--- config.mk ---
export PLATFORM = sky130hd
export DESIGN_NAME = divisor_8x8_flat
export DESIGN_NICKNAME = d
export VERILOG_FILES = /design/src/rtl/divisor_8x8_pkg.sv /design/src/rtl/divisor_8x8_if.sv /design/src/rtl/divisor_8x8_subtrator.sv /design/src/rtl/divisor_8x8.sv /design/src/flat_wrapper.sv
export SDC_FILE = /design/constraint.sdc
export NUM_CORES = 1
export LEC_CHECK = 0
export ABC_AREA = 1
export BUFFER_PORTS_ARGS = -buffer_cell sky130_fd_sc_hd__clkbuf_2
export CAP_MARGIN = 5
export CORE_MARGIN = 1.5
export CORE_UTILIZATION = 29
export CTS_CLUSTER_SIZE = 24
export DETAILED_ROUTE_END_ITERATION = 12
export PLACE_DENSITY = 0.57
export SLEW_MARGIN = 20
export SYNTH_ARGS = -nofsm -noshare
export SYNTH_HDL_FRONTEND = slang
export SYNTH_HIERARCHICAL = 1
export SYNTH_SLANG_ARGS = --single-unit
--- constraint.sdc ---
create_clock -name CLOCK -period 4.3 [get_ports CLOCK]
set_input_delay 0.645 -clock CLOCK [delete_from_list [all_inputs] [get_ports CLOCK]]
set_output_delay 0.645 -clock CLOCK [all_outputs]
set_load 0.02 [all_outputs]
--- src/rtl/divisor_8x8_pkg.sv ---
// Shared constants for the RPN ALU sequential divider.
package divisor_8x8_pkg;

  localparam int unsigned LARGURA = 8;

  localparam logic [1:0] EST_IDLE = 2'b00;
  localparam logic [1:0] EST_CALC = 2'b01;
  localparam logic [1:0] EST_DONE = 2'b10;

  localparam logic [LARGURA-1:0] QUOC_SATURADO = 8'hFF;

endpackage

--- src/rtl/divisor_8x8_if.sv ---
// START/Pronto operation bus between the ALU sequencer and the divider.
interface divisor_8x8_if;
  import divisor_8x8_pkg::*;

  logic               START;
  logic [LARGURA-1:0] A;
  logic [LARGURA-1:0] B;
  logic [LARGURA-1:0] Quociente;
  logic [LARGURA-1:0] Resto;
  logic               ErroDivZero;
  logic               Pronto;
  logic               Ocupado;

  modport master (output START, A, B,
                  input  Quociente, Resto, ErroDivZero, Pronto, Ocupado);
  modport slave  (input  START, A, B,
                  output Quociente, Resto, ErroDivZero, Pronto, Ocupado);
endinterface

--- src/rtl/divisor_8x8_subtrator.sv ---
// Ripple-borrow subtractor; BorrowOut==0 means Minuendo >= Subtraendo.
module subtrator8x8
  import divisor_8x8_pkg::*;
(
  input  logic [LARGURA-1:0] Minuendo,
  input  logic [LARGURA-1:0] Subtraendo,
  output logic [LARGURA-1:0] Diferenca,
  output logic               BorrowOut
);

  logic [LARGURA:0] borrow;

  always_comb begin
    borrow[0] = 1'b0;
    Diferenca = '0;
    for (int i = 0; i < int'(LARGURA); i++) begin
      Diferenca[i]  = Minuendo[i] ^ Subtraendo[i] ^ borrow[i];
      borrow[i+1]   = (~Minuendo[i] & Subtraendo[i]) |
                      (~(Minuendo[i] ^ Subtraendo[i]) & borrow[i]);
    end
    BorrowOut = borrow[LARGURA];
  end

endmodule

--- src/rtl/divisor_8x8.sv ---
// Sequential unsigned divider: repeated subtraction by default,
// restoring shift-subtract (one bit per cycle) when DIVISOR_RAPIDO_EN is defined.
module divisor_8x8
  import divisor_8x8_pkg::*;
(
  input  logic          CLOCK,
  input  logic          RESET,
  divisor_8x8_if.slave  bus
);

  logic [1:0]         estado,      estado_nxt;
  logic [LARGURA-1:0] divisor_reg, divisor_nxt;
  logic [LARGURA-1:0] resto_reg,   resto_nxt;
  logic [LARGURA-1:0] quoc_reg,    quoc_nxt;
  logic               erro_reg,    erro_nxt;
  logic               pronto_reg,  pronto_nxt;
  logic               ocupado_reg, ocupado_nxt;

  logic [LARGURA-1:0] sub_min;
  logic [LARGURA-1:0] sub_dif;
  logic               sub_borrow;

`ifdef DIVISOR_RAPIDO_EN
  localparam int unsigned CW = 4;
  logic [LARGURA-1:0] dvd_reg, dvd_nxt;
  logic [CW-1:0]      cnt_reg, cnt_nxt;
  logic [LARGURA-1:0] rem_in;
  logic               ge;

  // Partial remainder starts from zero on the first iteration; Resto holds A until then.
  assign rem_in  = (cnt_reg == '0) ? '0 : resto_reg;
  assign sub_min = {rem_in[LARGURA-2:0], dvd_reg[LARGURA-1]};
  assign ge      = rem_in[LARGURA-1] | ~sub_borrow;
`else
  assign sub_min = resto_reg;
`endif

  subtrator8x8 u_sub (
    .Minuendo   (sub_min),
    .Subtraendo (divisor_reg),
    .Diferenca  (sub_dif),
    .BorrowOut  (sub_borrow)
  );

  // Next-state and datapath update
  always_comb begin
    estado_nxt  = estado;
    divisor_nxt = divisor_reg;
    resto_nxt   = resto_reg;
    quoc_nxt    = quoc_reg;
    erro_nxt    = erro_reg;
`ifdef DIVISOR_RAPIDO_EN
    dvd_nxt     = dvd_reg;
    cnt_nxt     = cnt_reg;
`endif
    if (bus.START) begin
      divisor_nxt = bus.B;
      resto_nxt   = bus.A;
      quoc_nxt    = '0;
      erro_nxt    = 1'b0;
`ifdef DIVISOR_RAPIDO_EN
      dvd_nxt     = bus.A;
      cnt_nxt     = '0;
`endif
      if (bus.B == '0) begin
        estado_nxt = EST_DONE;
        quoc_nxt   = QUOC_SATURADO;
        erro_nxt   = 1'b1;
      end else begin
        estado_nxt = EST_CALC;
      end
    end else begin
      case (estado)
        EST_CALC: begin
`ifdef DIVISOR_RAPIDO_EN
          resto_nxt = ge ? sub_dif : sub_min;
          quoc_nxt  = {quoc_reg[LARGURA-2:0], ge};
          dvd_nxt   = {dvd_reg[LARGURA-2:0], 1'b0};
          cnt_nxt   = cnt_reg + CW'(1);
          if (cnt_reg == CW'(LARGURA - 1)) estado_nxt = EST_DONE;
`else
          if (!sub_borrow) begin
            resto_nxt = sub_dif;
            quoc_nxt  = quoc_reg + LARGURA'(1);
          end else begin
            estado_nxt = EST_DONE;
          end
`endif
        end
        EST_IDLE, EST_DONE: ;
        default: estado_nxt = EST_IDLE;
      endcase
    end
    pronto_nxt  = (estado_nxt == EST_DONE);
    ocupado_nxt = (estado_nxt == EST_CALC);
  end

  always_ff @(posedge CLOCK) begin
    if (RESET) begin
      estado      <= EST_IDLE;
      divisor_reg <= '0;
      resto_reg   <= '0;
      quoc_reg    <= '0;
      erro_reg    <= 1'b0;
      pronto_reg  <= 1'b0;
      ocupado_reg <= 1'b0;
`ifdef DIVISOR_RAPIDO_EN
      dvd_reg     <= '0;
      cnt_reg     <= '0;
`endif
    end else begin
      estado      <= estado_nxt;
      divisor_reg <= divisor_nxt;
      resto_reg   <= resto_nxt;
      quoc_reg    <= quoc_nxt;
      erro_reg    <= erro_nxt;
      pronto_reg  <= pronto_nxt;
      ocupado_reg <= ocupado_nxt;
`ifdef DIVISOR_RAPIDO_EN
      dvd_reg     <= dvd_nxt;
      cnt_reg     <= cnt_nxt;
`endif
    end
  end

  assign bus.Quociente   = quoc_reg;
  assign bus.Resto       = resto_reg;
  assign bus.ErroDivZero = erro_reg;
  assign bus.Pronto      = pronto_reg;
  assign bus.Ocupado     = ocupado_reg;

endmodule

--- src/flat_wrapper.sv ---
// flat-port wrapper written by rule: the top's interface ports become plain ports
module divisor_8x8_flat import divisor_8x8_pkg::*;
  (CLOCK, RESET, bus_START, bus_A, bus_B, bus_Quociente, bus_Resto, bus_ErroDivZero, bus_Pronto, bus_Ocupado);
  divisor_8x8_if bus_i ();
  input  logic CLOCK;
  input  logic RESET;
  input wire logic [$bits(bus_i.START)-1:0] bus_START;
  input wire logic [$bits(bus_i.A)-1:0] bus_A;
  input wire logic [$bits(bus_i.B)-1:0] bus_B;
  output wire logic [$bits(bus_i.Quociente)-1:0] bus_Quociente;
  output wire logic [$bits(bus_i.Resto)-1:0] bus_Resto;
  output wire logic [$bits(bus_i.ErroDivZero)-1:0] bus_ErroDivZero;
  output wire logic [$bits(bus_i.Pronto)-1:0] bus_Pronto;
  output wire logic [$bits(bus_i.Ocupado)-1:0] bus_Ocupado;
  assign bus_i.START = bus_START;
  assign bus_i.A = bus_A;
  assign bus_i.B = bus_B;
  assign bus_Quociente = bus_i.Quociente;
  assign bus_Resto = bus_i.Resto;
  assign bus_ErroDivZero = bus_i.ErroDivZero;
  assign bus_Pronto = bus_i.Pronto;
  assign bus_Ocupado = bus_i.Ocupado;
  divisor_8x8 u_core (.CLOCK(CLOCK), .RESET(RESET), .bus(bus_i));
endmodule
Yosys cells after proc, flatten, opt, wreduce, memory -nomap -nowiden
Cells that the tools add are included.
{"block": "totals", "ff_bits": 29, "latch_bits": 0, "mem_bits_rw": 0, "rom_bits": 0, "input_bits": 19, "n_memories": 0}
{"block": "classes", "n_addsub": 1, "mul": 0, "div_mod_pow": 0, "n_lt_le_gt_ge": 0, "n_eq_ne": 5, "shift": 0, "n_mux": 12, "bitwise": 52, "reduce_logical": 5}
{"op": "8-bit 2-to-1 mux", "count": 7}
{"op": "1-bit bitwise AND", "count": 15}
{"op": "1-bit NOT", "count": 15}
{"op": "1-bit bitwise XOR", "count": 15}
{"op": "8-bit by 1-bit adder with 8-bit output, second input constant", "count": 1}
{"op": "8-bit zero test", "count": 1}
{"op": "1-bit bitwise OR", "count": 7}
{"op": "2-bit 2-to-1 mux", "count": 3}
{"op": "2-bit by 1-bit == test with 1-bit output, second input constant", "count": 2}
{"op": "2-bit == test, second input constant", "count": 2}
{"op": "2-bit one-hot mux with 2 select lines", "count": 1}
{"op": "2-bit zero test", "count": 1}
{"op": "2-bit != test, second input constant", "count": 1}
{"op": "2-bit AND reduction", "count": 1}
{"op": "2-bit nonzero test", "count": 1}
{"op": "2-bit OR reduction", "count": 1}
{"op": "1-bit 2-to-1 mux", "count": 1}

Logic depth before layout (Yosys ltp)
Gate-level depths: netlist of run 1.
{"block": "logic_depth", "ltp_word": 20, "mapped_depth": 21, "mapped_depth_nobuf": 21}

Hierarchy
Netlist of run 1, hierarchy kept.
{"module": "divisor_8x8", "instances": 1, "cells_each": 201, "area_per_inst_um2": 1346.3}
{"module": "subtrator8x8", "instances": 1, "cells_each": 26, "area_per_inst_um2": 220.2}

Worst setup path after synthesis of run 1
OpenSTA, ideal clock, no wires.
{"block": "synth_timing", "path_kind": "register to register", "startpoint": "register u_core.resto_reg[0], in the netlist u_core/bus.Resto[0]", "endpoint": "register u_core.quoc_reg[2], in the netlist u_core/bus.Quociente[2]", "arrival_ns": 3.623, "required_ns": 4.191, "setup_slack_ns": 0.568, "path_stages_with_launch": 22, "period_less_slack_ns": 3.732, "cell_sequence": "dfxtp_1 inv_1 ha_1 inv_1 fa_1 inv_1 fa_1 fa_1 fa_1 fa_1 fa_1 inv_1 fa_1 inv_1 inv_1 nand2_1 nand2_2 inv_2 nor2_4 nand2_1 nand2_1 inv_1"}
{"block": "synth_between", "elab_chain_len": 18}
{"item": "start: declaration", "line_no": "divisor_8x8.sv:13", "rtl": "logic [LARGURA-1:0] resto_reg, resto_nxt;"}
{"item": "start signal: assignment", "line_no": "divisor_8x8.sv:114", "rtl": "resto_reg <= resto_nxt;"}
{"item": "1-bit NOT", "line_no": "divisor_8x8_subtrator.sv:18", "rtl": "borrow[i+1] = (~Minuendo[i] & Subtraendo[i]) |"}
{"item": "1-bit bitwise AND", "line_no": "divisor_8x8_subtrator.sv:18"}
{"item": "1-bit bitwise AND", "line_no": "divisor_8x8_subtrator.sv:19", "rtl": "(~(Minuendo[i] ^ Subtraendo[i]) & borrow[i]);"}
{"item": "1-bit bitwise OR", "line_no": "divisor_8x8_subtrator.sv:18"}
{"item": "1-bit bitwise AND", "line_no": "divisor_8x8_subtrator.sv:19"}
{"item": "1-bit bitwise OR", "line_no": "divisor_8x8_subtrator.sv:18"}
{"item": "1-bit bitwise AND", "line_no": "divisor_8x8_subtrator.sv:19"}
{"item": "1-bit bitwise OR", "line_no": "divisor_8x8_subtrator.sv:18"}
{"item": "[3 not listed]"}
{"item": "1-bit bitwise OR", "line_no": "divisor_8x8_subtrator.sv:18"}
{"item": "1-bit bitwise AND", "line_no": "divisor_8x8_subtrator.sv:19"}
{"item": "1-bit bitwise OR", "line_no": "divisor_8x8_subtrator.sv:18"}
{"item": "1-bit bitwise AND", "line_no": "divisor_8x8_subtrator.sv:19"}
{"item": "1-bit bitwise OR", "line_no": "divisor_8x8_subtrator.sv:18"}
{"item": "named net u_core.sub_borrow", "line_no": "divisor_8x8.sv:21", "rtl": "logic sub_borrow;"}
{"item": "2-bit != test (no source line)"}
{"item": "2-bit AND reduction (no source line)"}
{"item": "end signal: assignment", "line_no": "divisor_8x8.sv:115", "rtl": "quoc_reg <= quoc_nxt;"}
{"item": "end: declaration", "line_no": "divisor_8x8.sv:14", "rtl": "logic [LARGURA-1:0] quoc_reg, quoc_nxt;"}
The timed path passes the listed nets, and every way through them passes these cells.
A chain may end at the register's enable or synchronous reset.

Final worst setup path of run 1
{"block": "layout_timing", "startpoint": "register u_core.resto_reg[0], in the netlist u_core/bus.Resto[0]", "endpoint": "register u_core.quoc_reg[3], in the netlist u_core/bus.Quociente[3]"}
The elaborated chain is that of the path after synthesis.

==> impl_metrics.toml, run 1 <==
[run_status]
status = "finished, final reports clean"

[global_route]
grtUsageTotal_pct = 14.0
grt_max_degree = 23
grt_pass1_vias = 1446
antenna_found_initial = 0
grt_pass1_wl_um = 6470
grt_overflow = 0

[finish]
syn_to_final_growth_pct = 20.4
n_fill_cell = 568
final_layout_size_suffix_gt1_share_pct = 20.4
n_antenna_cell = 0
final_cell_area_mm2 = 0.00189
layout.nets = 292

[synth]
synth_compound_area_share_pct = 13.0
syn-cell-area_mm2 = 0.00157
yosysTopAreaCell = "dfxtp_1"
synth_area_leaders = "dfxtp_1 37%, nand2_1 15%, inv_1 9.3%, fa_1 8.9%, o21ai_0 6.1%"
ys_seq_area_share_pct = 37.1
synth_top_family_by_area = "simple AND/OR/NAND/NOR gates"
synth-seq-cells = 29
synthFlopType = "dfxtp_1"
yosysMostFrequentCell = "nand2_1"
avgSynthCellArea_um2 = 6.90
synth_cell_type_count = 20
synth-simple-area-share_pct = 26.5
synth-xor-area-share_pct = 0
syn_inst = 227
postSynth.asyncResetShare_pct = 0
synthTopCellsByCount = "61 x nand2_1, 39 x inv_1, 29 x dfxtp_1, 20 x nor2_1, 19 x o21ai_0"
synth_edf_count = 0
muxShareOfSynthArea_pct = 0
synth_top_area_share_pct = 37.1
synthAdderAreaFrac_pct = 10.5
ys.warnings.count = 6
synth_nets = 255

[power_and_ir_drop]
max-vdd-ir-drop_mv = 0.145
power_uw = 692
power_density_mw_per_mm2 = 367
leakagePower_uw = 0.000965

[detailed_routing]
drc = 0
postRouteAntennaNets = 0
wire_per_inst_um = 10.8
drt-initial-drc-count = 69
via_count = 1453
drt-total-wl_um = 3610
via_per_inst = 4.34
drt_pass1_iterations = 4

[placement]
place_hpwl_um = 2600
dpl-instance-area_mm2 = 0.00180
place_ws_ns = 0.481
gp_congestion = 0.812
io_buffers = 37

[clocking]
cts_made_buffers = 5
worstSkewPairLatency_ns = 0.28
tritoncts = "done"
cts.repair.resized = 0
clock_sinks = 29
cts_hold_buffers = 0
clockBufferDepth = 2
path_clk_slew_ns = 0.06
h-tree-depth = 2
cts_root_buf = "clkbuf_8"
post_cts_buffers = 0

[hold_path]
whs_path_depth = 2
min_path_type = "register to register"

[sta]
skew_ns = 0.00531
hold_viol_final = 0
min_period_ns = 3.84
hold_ws_ns = 0.481
finalSetupTns_ns = 0
setup_violations = 0
tightest_slew_ns = 0.448
drv_slew = 0
fin_ws_ns = 0.459
relSlewSlack_pct = 70.1
grt_setup_unrepaired = "false"
fmax_mhz = 260
min_period_over_period_pct = 89.3

[die]
die_w_um = 76.5
core-area_mm2 = 0.00517
start_util_pct = 30.3
rows = 26
io_pins = 38
die_area_mm2 = 0.00585
die_height_um = 76.5

[setup_path]
cpPeakStageDelay_ns = 0.39
r2r-start = "u_core/bus.Resto[0]"
cp-end-kind = "register"
path_buf_inv = 8
slowest_stage = "fa_1"
crit_path_start_kind = "register"
worstRegToRegCells = 21
cp.depth = 21
cp_top_family = "adder cells"
worstPathRequired_ns = 4.48
critPathMaxFanout = 12
crit_type = "register to register"
arrival_ns = 4.02
path_cells = "inv_1, ha_1, inv_1, fa_1, inv_1, fa_1, fa_1, fa_1, fa_1, fa_1, inv_1, fa_1, inv_1, inv_1, nand2_1, nand2_2, inv_2, nor2_4, nand2_1, nand2_1, inv_1"
startpoint = "u_core/bus.Resto[0]"
reg2reg_to = "u_core/bus.Quociente[3]"
critical_path.endpoint = "u_core/bus.Quociente[3]"
reg2reg_slack_ns = 0.46

[run]
drv_cap = 0
-- per-layer routing --
| metal | global-route usage [%] | vias up | share of wire [%] |
|---|---|---|---|
| met5 | 0 | - | 0 |
| met3 | 3.83 | 6 | 3.3 |
| met1 | 16.3 | 656 | 46 |
| li1 | - | 765 | - |
| met4 | 5.56 | 0 | 1.5 |
| met2 | 24.4 | 26 | 49 |
-- cell families after synthesis --
group / count (synthesis)
buffers and inverters: 50
adders and majority gates: 9
and+or+nand+nor: 100
AOI/OAI and AO/OA: 39
DFF: 29
-- worst reg2reg max path, cell delays in order, from the launching register on --
cell and delay (ns):
dfxtp_1 0.35, inv_1 0.06, ha_1 0.20, inv_1 0.07, fa_1 0.15, inv_1 0.05
fa_1 0.37, fa_1 0.38, fa_1 0.38, fa_1 0.39, fa_1 0.37, inv_1 0.08
fa_1 0.15, inv_1 0.05, inv_1 0.06, nand2_1 0.06, nand2_2 0.07, inv_2 0.12
nor2_4 0.23, nand2_1 0.08, nand2_1 0.06, inv_1 0.03
-- cells in the final DEF, fill, tap and decap left out --
master    Yosys  final
a21oi_1      17     17
a21oi_2       1      1
buf_4         1      1
clkbuf_1      4      1
clkbuf_2      0     37
clkbuf_8      0      5
clkinv_2      0      2
dfxtp_1      29     29
fa_1          7      7
ha_1          2      2
inv_1        39     39
inv_2         3      3
nand2_1      61     61
nand2_2       1      1
nand3_1      12     12
nor2_1       20     20
nor2_2        2      2
nor2_4        2      2
nor3_1        2      2
o21ai_0      19     19
o21bai_1      2      2
-- worst min-delay path by stage --
stage	from	endpoint	slack (ns)
floorplan	u_core/divisor_reg[1]	u_core/divisor_reg[1]	0.46
global placement	u_core/bus.ErroDivZero	u_core/bus.ErroDivZero	0.46
detailed placement	u_core/bus.ErroDivZero	u_core/bus.ErroDivZero	0.47
global route	u_core/bus.ErroDivZero	u_core/bus.ErroDivZero	0.51
finish	u_core/bus.ErroDivZero	u_core/bus.ErroDivZero	0.48
CTS	u_core/bus.ErroDivZero	u_core/bus.ErroDivZero	0.48
-- area by class of cell --
cell class / instances / area, um^2 / area share [%]
multi-input combinational: 148 / 785 / 41.6
sequential: 29 / 581 / 30.8
timing repair buffer: 38 / 193 / 10.2
inverter: 42 / 158 / 8.36
tap: 70 / 87.6 / 4.64
clock buffer: 6 / 72.6 / 3.85
clock inverter: 2 / 10.0 / 0.531
-- per-stage QoR --
stage / instances / util (%)
after global placement: 327 / 34.9
after floorplan: 227 / -
after detailed placement: 327 / 34.9
after global routing: 335 / 36.5
final: 335 / 36.5
after CTS: 335 / 36.5
-- power by group --
group | switching [uW] | total (uW) | internal, uW | leakage, uW
Sequential | 20.3 | 311 | 291 | 0.000239
Clock | 104 | 216 | 112 | 0.0000450
Combinational | 103 | 165 | 61.8 | 0.000681
No activity file was read; power rests on OpenSTA's default activity.
==> inputs of run 2 (changes only) <==
- ABC_AREA: 1 -> default
==> run 2 against run 1 <==
Sequential share of layout area increased by 0.12 points. Combinational power decreased by 19%. Die area decreased by 1.5%. Synthesized cell count decreased by 29%. Clock power increased by 3%. Final cell count decreased by 19%. Highest routed layer unchanged. Hold slack got worse by 0.0087 ns. Design area decreased by 0.40%. Critical path type unchanged.
==> impl_metrics.toml, run 2 <==
[die]
die_height_um = 75.9
core-area_mm2 = 0.00511
start_util_pct = 30.2
die_w_um = 75.9
die_area_mm2 = 0.00577
rows = 26
io_pins = 38

[placement]
gp_congestion = 0.758
place_hpwl_um = 2340
place_ws_ns = 0.157
io_buffers = 37

[hold_path]
min_path_type = "register to register"

[detailed_routing]
via_count = 1200
drt-initial-drc-count = 78
drt_pass1_iterations = 4
postRouteAntennaNets = 0
via_per_inst = 4.44
wire_per_inst_um = 12.1
drc = 0
drt-total-wl_um = 3260

[finish]
n_fill_cell = 544
layout.nets = 228
n_antenna_cell = 0
final_common_cell = "clkbuf_2"
final_layout_size_suffix_gt1_share_pct = 32.0
syn_to_final_growth_pct = 21.7
final_cell_mix = "37 x clkbuf_2, 31 x nor2_1, 29 x dfxtp_1"

[synth]
syn_inst = 162
yosysMostFrequentCell = "nor2_1"
synth_area_leaders = "dfxtp_1 38%, mux2i_1 11%, fa_1 9.1%, nor2_1 7.5%, mux2_2 5.8%"
avgSynthCellArea_um2 = 9.52
ys_seq_area_share_pct = 37.6
ys.warnings.count = 6
synth-seq-cells = 29
synth_cell_type_count = 34
synth_top_area_share_pct = 37.6
synth_nets = 190
postSynth.asyncResetShare_pct = 0
synthTopCellsByCount = "31 x nor2_1, 29 x dfxtp_1, 18 x inv_1, 17 x mux2i_1"
syn-cell-area_mm2 = 0.00154
synthFlopType = "dfxtp_1"
synth_edf_count = 0
yosysTopAreaCell = "dfxtp_1"

[clocking]
path_clk_slew_ns = 0.06
clock_sinks = 29
cts_hold_buffers = 0
clockBufferDepth = 2
worstSkewPairLatency_ns = 0.27
h-tree-depth = 2
cts_root_buf = "clkbuf_8"
tritoncts = "done"
post_cts_buffers = 0
cts_made_buffers = 5

[sta]
relSlewSlack_pct = 49.0
skew_ns = 0.00590
drv_slew = 0
hold_viol_final = 0
finalSetupTns_ns = 0
fmax_mhz = 248
min_period_ns = 4.03
fin_ws_ns = 0.268
tightest_slew_ns = 0.765
min_period_over_period_pct = 93.8
grt_setup_unrepaired = "false"
setup_violations = 0

[global_route]
grt_pass1_wl_um = 5750
grt_max_degree = 30
grt_pass1_vias = 1180
antenna_found_initial = 0
grtUsageTotal_pct = 12.5
grt_overflow = 0

[setup_path]
crit_type = "register to register"
path_cells = "inv_1, ha_1, inv_1, fa_1, inv_1, fa_1, fa_1, fa_2, fa_2, fa_1, inv_1, fa_1, inv_1, nor3b_4, buf_6, mux2_2, mux2i_1, nor2_1"
reg2reg_slack_ns = 0.27
cpPeakStageDelay_ns = 0.39
worstPathRequired_ns = 4.43
crit_path_start_kind = "register"
critPathMaxFanout = 8
cp-end-kind = "register"
slowest_stage = "fa_1"
arrival_ns = 4.16

[power_and_ir_drop]
max-vdd-ir-drop_mv = 0.140
power_density_mw_per_mm2 = 346
leakagePower_uw = 0.000876

[run]
drv_cap = 0

[run_status]
status = "finished, final reports clean"
run 2: area by class of cell:
cell class                      count  area, um^2  area share, %
Clock buffer                        7        86.3           4.60
Sequential cell                    29         581           30.9
Timing Repair Buffer               40         211           11.3
Inverter                           18        67.6           3.60
Tap cell                           70        87.6           4.66
Multi-Input combinational cell    106         845           45.0
run 2: path summary, 6_finish.rpt:
path / endpoint / startpoint / depth (start not counted)
hold / removal: u_core/bus.ErroDivZero / u_core/bus.ErroDivZero / 2
hold reg to reg: u_core/bus.ErroDivZero / u_core/bus.ErroDivZero / 2
setup reg to reg: u_core/bus.Resto[7] / u_core/bus.Resto[0] / 18
setup / recovery: u_core/bus.Resto[7] / u_core/bus.Resto[0] / 18
run 2: report_power, final:
group | switching [uW] | leakage [uW] | internal (uW)
registers | 11.1 | 0.000238 | 283
logic | 72.8 | 0.000593 | 61.5
clock network | 95.5 | 0.0000443 | 127
total | 179 | 0.000876 | 471
run 2: per-stage QoR:
stage	hold slack (ns)	utilization [%]	instance area, um^2	instances	total power (uW)
floorplan	0.460	-	1540	162	395
global placement	0.459	34.9	1780	263	431
global route	0.491	36.8	1880	270	697
finish	0.472	36.8	1880	270	651
CTS	0.476	36.6	1870	270	661
detailed placement	0.468	34.9	1780	263	434
run 2: critical path, delay by kind of cell, from the launching register on:
family | cells | cell delay (ns)
AND/OR/NAND/NOR | 2 | 0.28
adder cells (fa/ha/maj) | 8 | 2.33
multiplexers | 2 | 0.46
buffers and inverters | 6 | 0.49
flip-flops | 1 | 0.34
run 2: layer usage:
metal | vias to the layer above | wire length [um] | global-route usage, %
li1 | 620 | - | -
met1 | 552 | 1600 | 16.6
met2 | 23 | 1470 | 19.0
met3 | 5 | 122 | 3.61
met4 | 0 | 56 | 5.00
met5 | - | 0 | 0
run 2: kinds of logic (layout without fill, tap and decap cells):
group           after synthesis  after routing  share of synthesized area [%]
buf+inv                      27             65                           7.95
mux                          25             25                           16.9
compound gates               18             18                           8.35
flops                        29             29                           37.6
simple gates                 54             54                           18.5
fa+ha+maj                     9              9                           10.7
run 2: timing repair:
action / in CTS / in global routing
endpoints found under the setup margin: 0 / 8
gates resized for setup: 0 / 3
hold endpoints to repair: 0 / 0
